==> config.mk <==
export PLATFORM = sky130hd
export DESIGN_NAME = seg7_count_disp_flat
export DESIGN_NICKNAME = d
export VERILOG_FILES = /design/src/rtl/seg7_count_disp_pkg.sv /design/src/rtl/seg7_count_disp_if.sv /design/src/rtl/seg7_count_disp_dec.sv /design/src/rtl/seg7_count_disp.sv /design/src/flat_wrapper.sv
export SDC_FILE = /design/constraint.sdc
export NUM_CORES = 1
export LEC_CHECK = 0
export ABC_AREA = 1
export BUFFER_PORTS_ARGS = -buffer_cell sky130_fd_sc_hd__buf_2
export CAP_MARGIN = 10
export CELL_PAD_IN_SITES_DETAIL_PLACEMENT = 1
export CELL_PAD_IN_SITES_GLOBAL_PLACEMENT = 2
export CORE_MARGIN = 2
export CORE_UTILIZATION = 25
export DETAILED_ROUTE_END_ITERATION = 10
export PLACE_DENSITY_LB_ADDON = 0.12
export SLEW_MARGIN = 15
export SYNTH_ARGS = -nofsm -noshare
export SYNTH_HDL_FRONTEND = slang
export SYNTH_HIERARCHICAL = 1
export SYNTH_SLANG_ARGS = --single-unit
==> constraint.sdc <==
create_clock -name CLK -period 3 [get_ports CLK]
set_input_delay 0.45 -clock CLK [delete_from_list [all_inputs] [get_ports CLK]]
set_output_delay 0.45 -clock CLK [all_outputs]
set_load 0.02 [all_outputs]
==> src/rtl/seg7_count_disp_pkg.sv <==
// Shared constants for the two-digit 7-segment display stage: segment
// patterns (active-low, DP off), anode patterns, scanner state encoding
// and the binary-to-decimal digit split helpers.
package seg7_count_disp_pkg;

    typedef enum logic {
        S_ONES = 1'b0,
        S_TENS = 1'b1
    } scan_state_e;

    // Segment patterns: bit7 = DP, bits6..0 = g,f,e,d,c,b,a, active-low.
    localparam logic [7:0] SEG_0   = 8'hC0;
    localparam logic [7:0] SEG_1   = 8'hF9;
    localparam logic [7:0] SEG_2   = 8'hA4;
    localparam logic [7:0] SEG_3   = 8'hB0;
    localparam logic [7:0] SEG_4   = 8'h99;
    localparam logic [7:0] SEG_5   = 8'h92;
    localparam logic [7:0] SEG_6   = 8'h82;
    localparam logic [7:0] SEG_7   = 8'hF8;
    localparam logic [7:0] SEG_8   = 8'h80;
    localparam logic [7:0] SEG_9   = 8'h90;
    localparam logic [7:0] SEG_OFF = 8'hFF;

    // Anode patterns, active-low: bit0 = ones digit, bit1 = tens digit.
    localparam logic [1:0] AN_OFF  = 2'b11;
    localparam logic [1:0] AN_ONES = 2'b10;
    localparam logic [1:0] AN_TENS = 2'b01;

    // Ones digit of a 0..15 value.
    function automatic logic [3:0] ones_digit(input logic [3:0] value);
        return (value >= 4'd10) ? (value - 4'd10) : value;
    endfunction

    // Tens digit of a 0..15 value (only 0 or 1 are possible).
    function automatic logic [3:0] tens_digit(input logic [3:0] value);
        return (value >= 4'd10) ? 4'd1 : 4'd0;
    endfunction

endpackage

==> src/rtl/seg7_count_disp_if.sv <==
// Bundle between the counter stage (master: drives COUNT) and the display
// stage (slave: drives the segment and anode lines).
interface seg7_count_disp_if;
    logic [3:0] COUNT;
    logic [7:0] SEG;
    logic [1:0] AN;

    modport master (output COUNT, input SEG, input AN);
    modport slave  (input COUNT, output SEG, output AN);
endinterface

==> src/rtl/seg7_count_disp_dec.sv <==
// Purely combinational BCD digit to active-low 7-segment decoder.
// Codes above 9 blank the digit so a corrupted value never lights garbage.
module seg7_dec
    import seg7_count_disp_pkg::*;
(
    input  logic [3:0] digit_i,
    output logic [7:0] seg_o
);

    // Table lookup, DP always off.
    always_comb begin
        seg_o = SEG_OFF;
        case (digit_i)
            4'd0:    seg_o = SEG_0;
            4'd1:    seg_o = SEG_1;
            4'd2:    seg_o = SEG_2;
            4'd3:    seg_o = SEG_3;
            4'd4:    seg_o = SEG_4;
            4'd5:    seg_o = SEG_5;
            4'd6:    seg_o = SEG_6;
            4'd7:    seg_o = SEG_7;
            4'd8:    seg_o = SEG_8;
            4'd9:    seg_o = SEG_9;
            default: seg_o = SEG_OFF;
        endcase
    end

endmodule

==> src/rtl/seg7_count_disp.sv <==
// Two-digit time-multiplexed display of a 0..15 count on a common-anode
// 7-segment display. A prescaler defines digit slots; a two-state scanner
// alternates ones/tens; each slot's digit is snapshotted at the slot
// boundary so it stays stable; the first GHOST_CYC cycles of each slot are
// dark to avoid ghosting; outputs are registered.
module seg7_count_disp
    import seg7_count_disp_pkg::*;
#(
    parameter int SCAN_MAX  = 50000,
    parameter int GHOST_CYC = 1,
    parameter bit LZ_BLANK  = 1'b1
) (
    input  logic        CLK,
    input  logic        RESET,
    seg7_count_disp_if.slave disp
);

    localparam int CW = $clog2(SCAN_MAX);
    localparam logic [CW-1:0] CNT_LAST = CW'(SCAN_MAX - 1);

    logic [CW-1:0] scan_cnt_q, scan_cnt_d;
    scan_state_e   state_q, state_d;
    logic [3:0]    count_q;
    logic [3:0]    digit_q, digit_d;
    // Cleared by reset until the first slot boundary: no digit has been
    // captured yet, so the slot right after reset stays dark.
    logic          snap_vld_q, snap_vld_d;
    logic [7:0]    seg_q, seg_d;
    logic [1:0]    an_q, an_d;
    logic          tick;
    logic          ghost;
    logic [7:0]    dec_seg;

    seg7_dec u_dec (
        .digit_i (digit_q),
        .seg_o   (dec_seg)
    );

    // Anti-ghosting window at the start of every slot.
    if (GHOST_CYC == 0) begin : g_no_ghost
        assign ghost = 1'b0;
    end else begin : g_ghost
        assign ghost = (scan_cnt_q < CW'(GHOST_CYC));
    end

    // Prescaler: count 0..SCAN_MAX-1, tick on the last cycle of a slot.
    always_comb begin
        tick       = (scan_cnt_q == CNT_LAST);
        scan_cnt_d = tick ? '0 : scan_cnt_q + 1'b1;
    end

    // Scanner: toggle on tick and capture the digit for the upcoming slot.
    always_comb begin
        state_d    = state_q;
        digit_d    = digit_q;
        snap_vld_d = snap_vld_q;
        if (tick) begin
            snap_vld_d = 1'b1;
            if (state_q == S_ONES) begin
                state_d = S_TENS;
                digit_d = tens_digit(count_q);
            end else begin
                state_d = S_ONES;
                digit_d = ones_digit(count_q);
            end
        end
    end

    // Output selection: dark by default, one anode at most.
    always_comb begin
        an_d  = AN_OFF;
        seg_d = SEG_OFF;
        if (snap_vld_q && !ghost) begin
            if (state_q == S_ONES) begin
                an_d  = AN_ONES;
                seg_d = dec_seg;
            end else if (!(LZ_BLANK && (digit_q == 4'd0))) begin
                an_d  = AN_TENS;
                seg_d = dec_seg;
            end
        end
    end

    // State, input and output registers with asynchronous active-low clear.
    always_ff @(posedge CLK or negedge RESET) begin
        if (!RESET) begin
            scan_cnt_q <= '0;
            state_q    <= S_ONES;
            count_q    <= 4'd0;
            digit_q    <= 4'd0;
            snap_vld_q <= 1'b0;
            an_q       <= AN_OFF;
            seg_q      <= SEG_OFF;
        end else begin
            scan_cnt_q <= scan_cnt_d;
            state_q    <= state_d;
            count_q    <= disp.COUNT;
            digit_q    <= digit_d;
            snap_vld_q <= snap_vld_d;
            an_q       <= an_d;
            seg_q      <= seg_d;
        end
    end

    assign disp.SEG = seg_q;
    assign disp.AN  = an_q;

endmodule

==> src/flat_wrapper.sv <==
// flat-port wrapper written by rule: the top's interface ports become plain ports
module seg7_count_disp_flat import seg7_count_disp_pkg::*;
#(
    parameter int SCAN_MAX  = 50000,
    parameter int GHOST_CYC = 1,
    parameter bit LZ_BLANK  = 1'b1
)
  (CLK, RESET, disp_COUNT, disp_SEG, disp_AN);
  seg7_count_disp_if disp_i ();
  input  logic CLK;
  input  logic RESET;
  input wire logic [$bits(disp_i.COUNT)-1:0] disp_COUNT;
  output wire logic [$bits(disp_i.SEG)-1:0] disp_SEG;
  output wire logic [$bits(disp_i.AN)-1:0] disp_AN;
  assign disp_i.COUNT = disp_COUNT;
  assign disp_SEG = disp_i.SEG;
  assign disp_AN = disp_i.AN;
  seg7_count_disp #(.SCAN_MAX(SCAN_MAX), .GHOST_CYC(GHOST_CYC), .LZ_BLANK(LZ_BLANK)) u_core (.CLK(CLK), .RESET(RESET), .disp(disp_i));
endmodule
==> impl_results.md <==
- Chip Height: around 90 um
- Post-synthesis average cell area: around 7.8 um2
- Sinks on the clock net: 36
- Global-route wire length before repair: 7.80 mm
- Largest family of logic cells by synthesized area: simple AND/OR/NAND/NOR gates
- GRT met1 Usage: 16.3%
- Final period utilization: 53.2%
- Core occupancy in the finished layout: a little under 30%
- Total via count after detailed routing: 1,555
- Count of antenna diodes in the layout: 0
- Grt ovf: 0
- Deepest clock path buffer count: 2
- Largest driver fanout on the critical path: 13
- Top FF cell, synth: dfrtp_1
- Compound-cell area share of the yosys netlist: under 10%
- Data required time of the critical path: 3230 ps
- Worst r2r dst: u_core/snap_vld_q
- Fraction of synthesized cell area taken by the top area cell type: 33.6%
- Remaining routing DRC violations: 0
- Setup repair after global routing missed its margin: false
- Leakage dissipation: a little over 0.001 uW
- PwrDens: between 400 and 500 nW/um2
- Number of hold buffers added after cts: 0
- Number of unique standard cell types used by synthesis: 24
- Initial core utilization: 25.5%
- RD Place Congestion: 0.730
- Internal power consumption: between 700 and 800 uW
- Length of the first detailed-routing pass in iterations: 4
- Layer carrying the most global-route usage: met2
- Critical path launch point type: flip-flop
- Post-synthesis adder-cell area fraction: 5.16%
- GRT met3 Usage: between 2 and 3%
- Layout cells sized above 1: between 10% and 20%
- H-Tree Level Count: 2
- Detailed-route wire length: between 4 and 5 mm
- Total die area: 8470 um2
- Most frequently used cell type in the post-synthesis netlist: nand2_1
- Setup fix buffers added after clock tree synthesis: 0
- IO Pins: 16
- Cts repair resizes: 0
- Timing startpoint of the critical path: u_core/scan_cnt_q[1]
- Total number of nets in the final design: between 200 and 300
- Instance count of the mapped netlist: between 200 and 250
- Root buffer cell: clkbuf_8
- Max frequency: approximately 0.63 GHz
- Summed instance area of the synthesized netlist: 1940 um2
- Combinational Power Share: under 10%
- Part of the power in the clock network: between 40% and 50%
- Proportion of total power due to net switching: between 20% and 30%
- Net count of the mapped netlist: approximately 260
- Number of I/O port buffers: 15
- Total CTS buffers: 5
- Horizontal die dimension: between 90 and 100 um
- Antenna violations before repair: 0
- R2r setup slk: 1400 ps
- Yosys warnings: 6
- Antenna viol nets, final: 0
- Met2 GRT Util: between 10% and 20%
- Setup Crit Path Kind: reg -> reg
- Setup Skew: between 5 and 6 ps
- Core box area: about 7600 um2
- Clock-pin slew on the worst setup and hold paths: 80 ps
- Number of maximum-capacitance constraint violations: 0
- Sequential Power Share: between 50% and 60%
- XOR/XNOR share of the synthesized area: ~3.2%
- P_sw: around 190 uW
- Area delta synth->final: 14.4%
- Clk_lat worst skew: approximately 290 ps
- Largest net degree at the start of global routing: 37
- Min Clock Period, post-route: between 1500 and 2000 ps
- Pin slew with the least headroom to its limit: slightly above 800 ps
- Number of global-route vias before repair: 1,578
- Iter 0 DRT Violations: 29
- TritonCTS clock tree: yes
- Reg2reg start: u_core/scan_cnt_q[1]
- Number of failing hold endpoints at the final stage: 0
- Routed wirelength normalized by instance count: ~13 um
- Worst hold path class: in -> async
- Endpoint type of the worst setup path: flip-flop
- End point of the critical path: u_core/snap_vld_q
- PnR Total Power: approximately 900 uW
- Sequential share of the synthesized area: around 47%
- Worst ir drop on vdd: around 0.20 mV
- Number of failing setup endpoints in the final timing report: 0
- Run status: finished clean
- Setup TNS: 0 ps
- Synth async-reset ratio: between 90% and 100%
- Number of placement rows: 32
- Synth cell count leaders: nand2_1, nor2_1, dfrtp_1, nand3_1, inv_1
- Final HPWL DP: 3.52 mm
- Portion of netlist area occupied by mux cells: 0%
- Worst Reg-to-Reg Cells: 8
- Arrival time of data at the critical path endpoint: around 1800 ps
- Synthesized-area fraction occupied by and/or/nand/nor cells: between 30% and 40%
- Via count normalized by instance count: ~4.2
- Number of synthesized flops with an enable pin: 0
- Rel. slew slack: ~46%
- Synthesis-stage register bit count: 36
- Cell taking the most area after synthesis: dfrtp_1
- Final number of max-transition violations: 0
- Top cells by area in the synthesized netlist: dfrtp_1, dfstp_2, nand2_1, nor2_1, nand3_1
- GR Util All Layers: 11.9%
through the flow:
stage | hold WS [ps] | cells | cell area [um2] | setup WS [ps]
after floorplan | 154 | 247 | 1940 | 1630
after global placement | 481 | 360 | 2110 | 1410
after detailed placement | 485 | 360 | 2110 | 1390
after CTS | 255 | 368 | 2220 | 1370
after global routing | 242 | 368 | 2220 | 1140
final | 248 | 368 | 2220 | 1400
layer usage:
layer | routed length, um | vias up
li1 | - | 816
met5 | 0 | -
met1 | 2390 | 716
met2 | 2030 | 19
met3 | 136 | 4
met4 | 55 | 0
sequential cells by signal, indices dropped and copies added, names as in the netlist:
| name | cells |
|---|---|
| u_core/count_q | 4 |
| u_core/digit_q | 4 |
| u_core/disp.AN | 2 |
| u_core/disp.SEG | 8 |
| u_core/scan_cnt_q | 16 |
| u_core/snap_vld_q | 1 |
| u_core/state_q | 1 |
worst min-delay path by stage:
stage | end | slack [ps] | cells past startpoint
after CTS | u_core/count_q[1] | 250 | 1
after global routing | u_core/count_q[0] | 240 | 1
after detailed placement | u_core/scan_cnt_q[0] | 480 | 1
after floorplan | u_core/count_q[0] | 150 | 0
after global placement | u_core/scan_cnt_q[0] | 480 | 1
final | u_core/scan_cnt_q[11] | 250 | 1
cell families (layout without fill, tap and decap cells):
family                   count (synthesis)  after routing
AND/OR/NAND/NOR                        141            141
buffers and inverters                   33             52
flip-flops                              36             36
XOR/XNOR                                 7              7
AO/OA/AOI/OAI                           21             21
adder cells (fa/ha/maj)                  8              8
other                                    1              1
cell type report:
type / instances / area [um2]
Timing Repair Buffer: 15 / 75.1
Multi-Input combinational cell: 178 / 890
Tap cell: 102 / 128
Clock buffer: 7 / 97.6
Sequential cell: 36 / 913
Inverter: 29 / 109
Fill cell: 955 / 5390
Clock inverter: 1 / 5.00
power by group through the flow:
stage / logic, uW / clock network [uW] / registers [uW]
after CTS: 19.2 / 409 / 490
after detailed placement: 19.2 / 0 / 499
after global routing: 21.3 / 434 / 490
final: 17.8 / 391 / 490
after global placement: 19.0 / 0 / 499
after floorplan: 5.44 / 0 / 499
placed cells by master, fill, tap and decap left out:
master,netlist,final
clkinv_2,0,1
clkbuf_8,0,5
dfstp_2,10,10
nand4_1,2,2
o21ai_2,1,1
a31oi_1,8,8
inv_1,25,25
nor3_1,2,2
dfrtp_1,26,26
clkbuf_16,0,1
nand2_2,1,1
clkbuf_1,2,1
conb_1,1,1
nor3b_1,1,1
nor2_4,3,3
ha_1,8,8
nor2_1,38,38
a21oi_1,3,3
xor2_1,7,7
inv_2,4,4
nand3_1,26,26
o21ai_0,8,8
or2_2,2,2
buf_2,0,15
nand2_1,66,66
o21bai_1,1,1
worst max-delay path, cell delays in order, from the launching register on:
cell	delay, ps
dfrtp_1	400
ha_1	240
nand2_2	100
nor2_4	160
inv_2	60
nor2_4	110
inv_2	50
nor2_4	260
or2_2	170
Power figures use the tool's default switching activity.
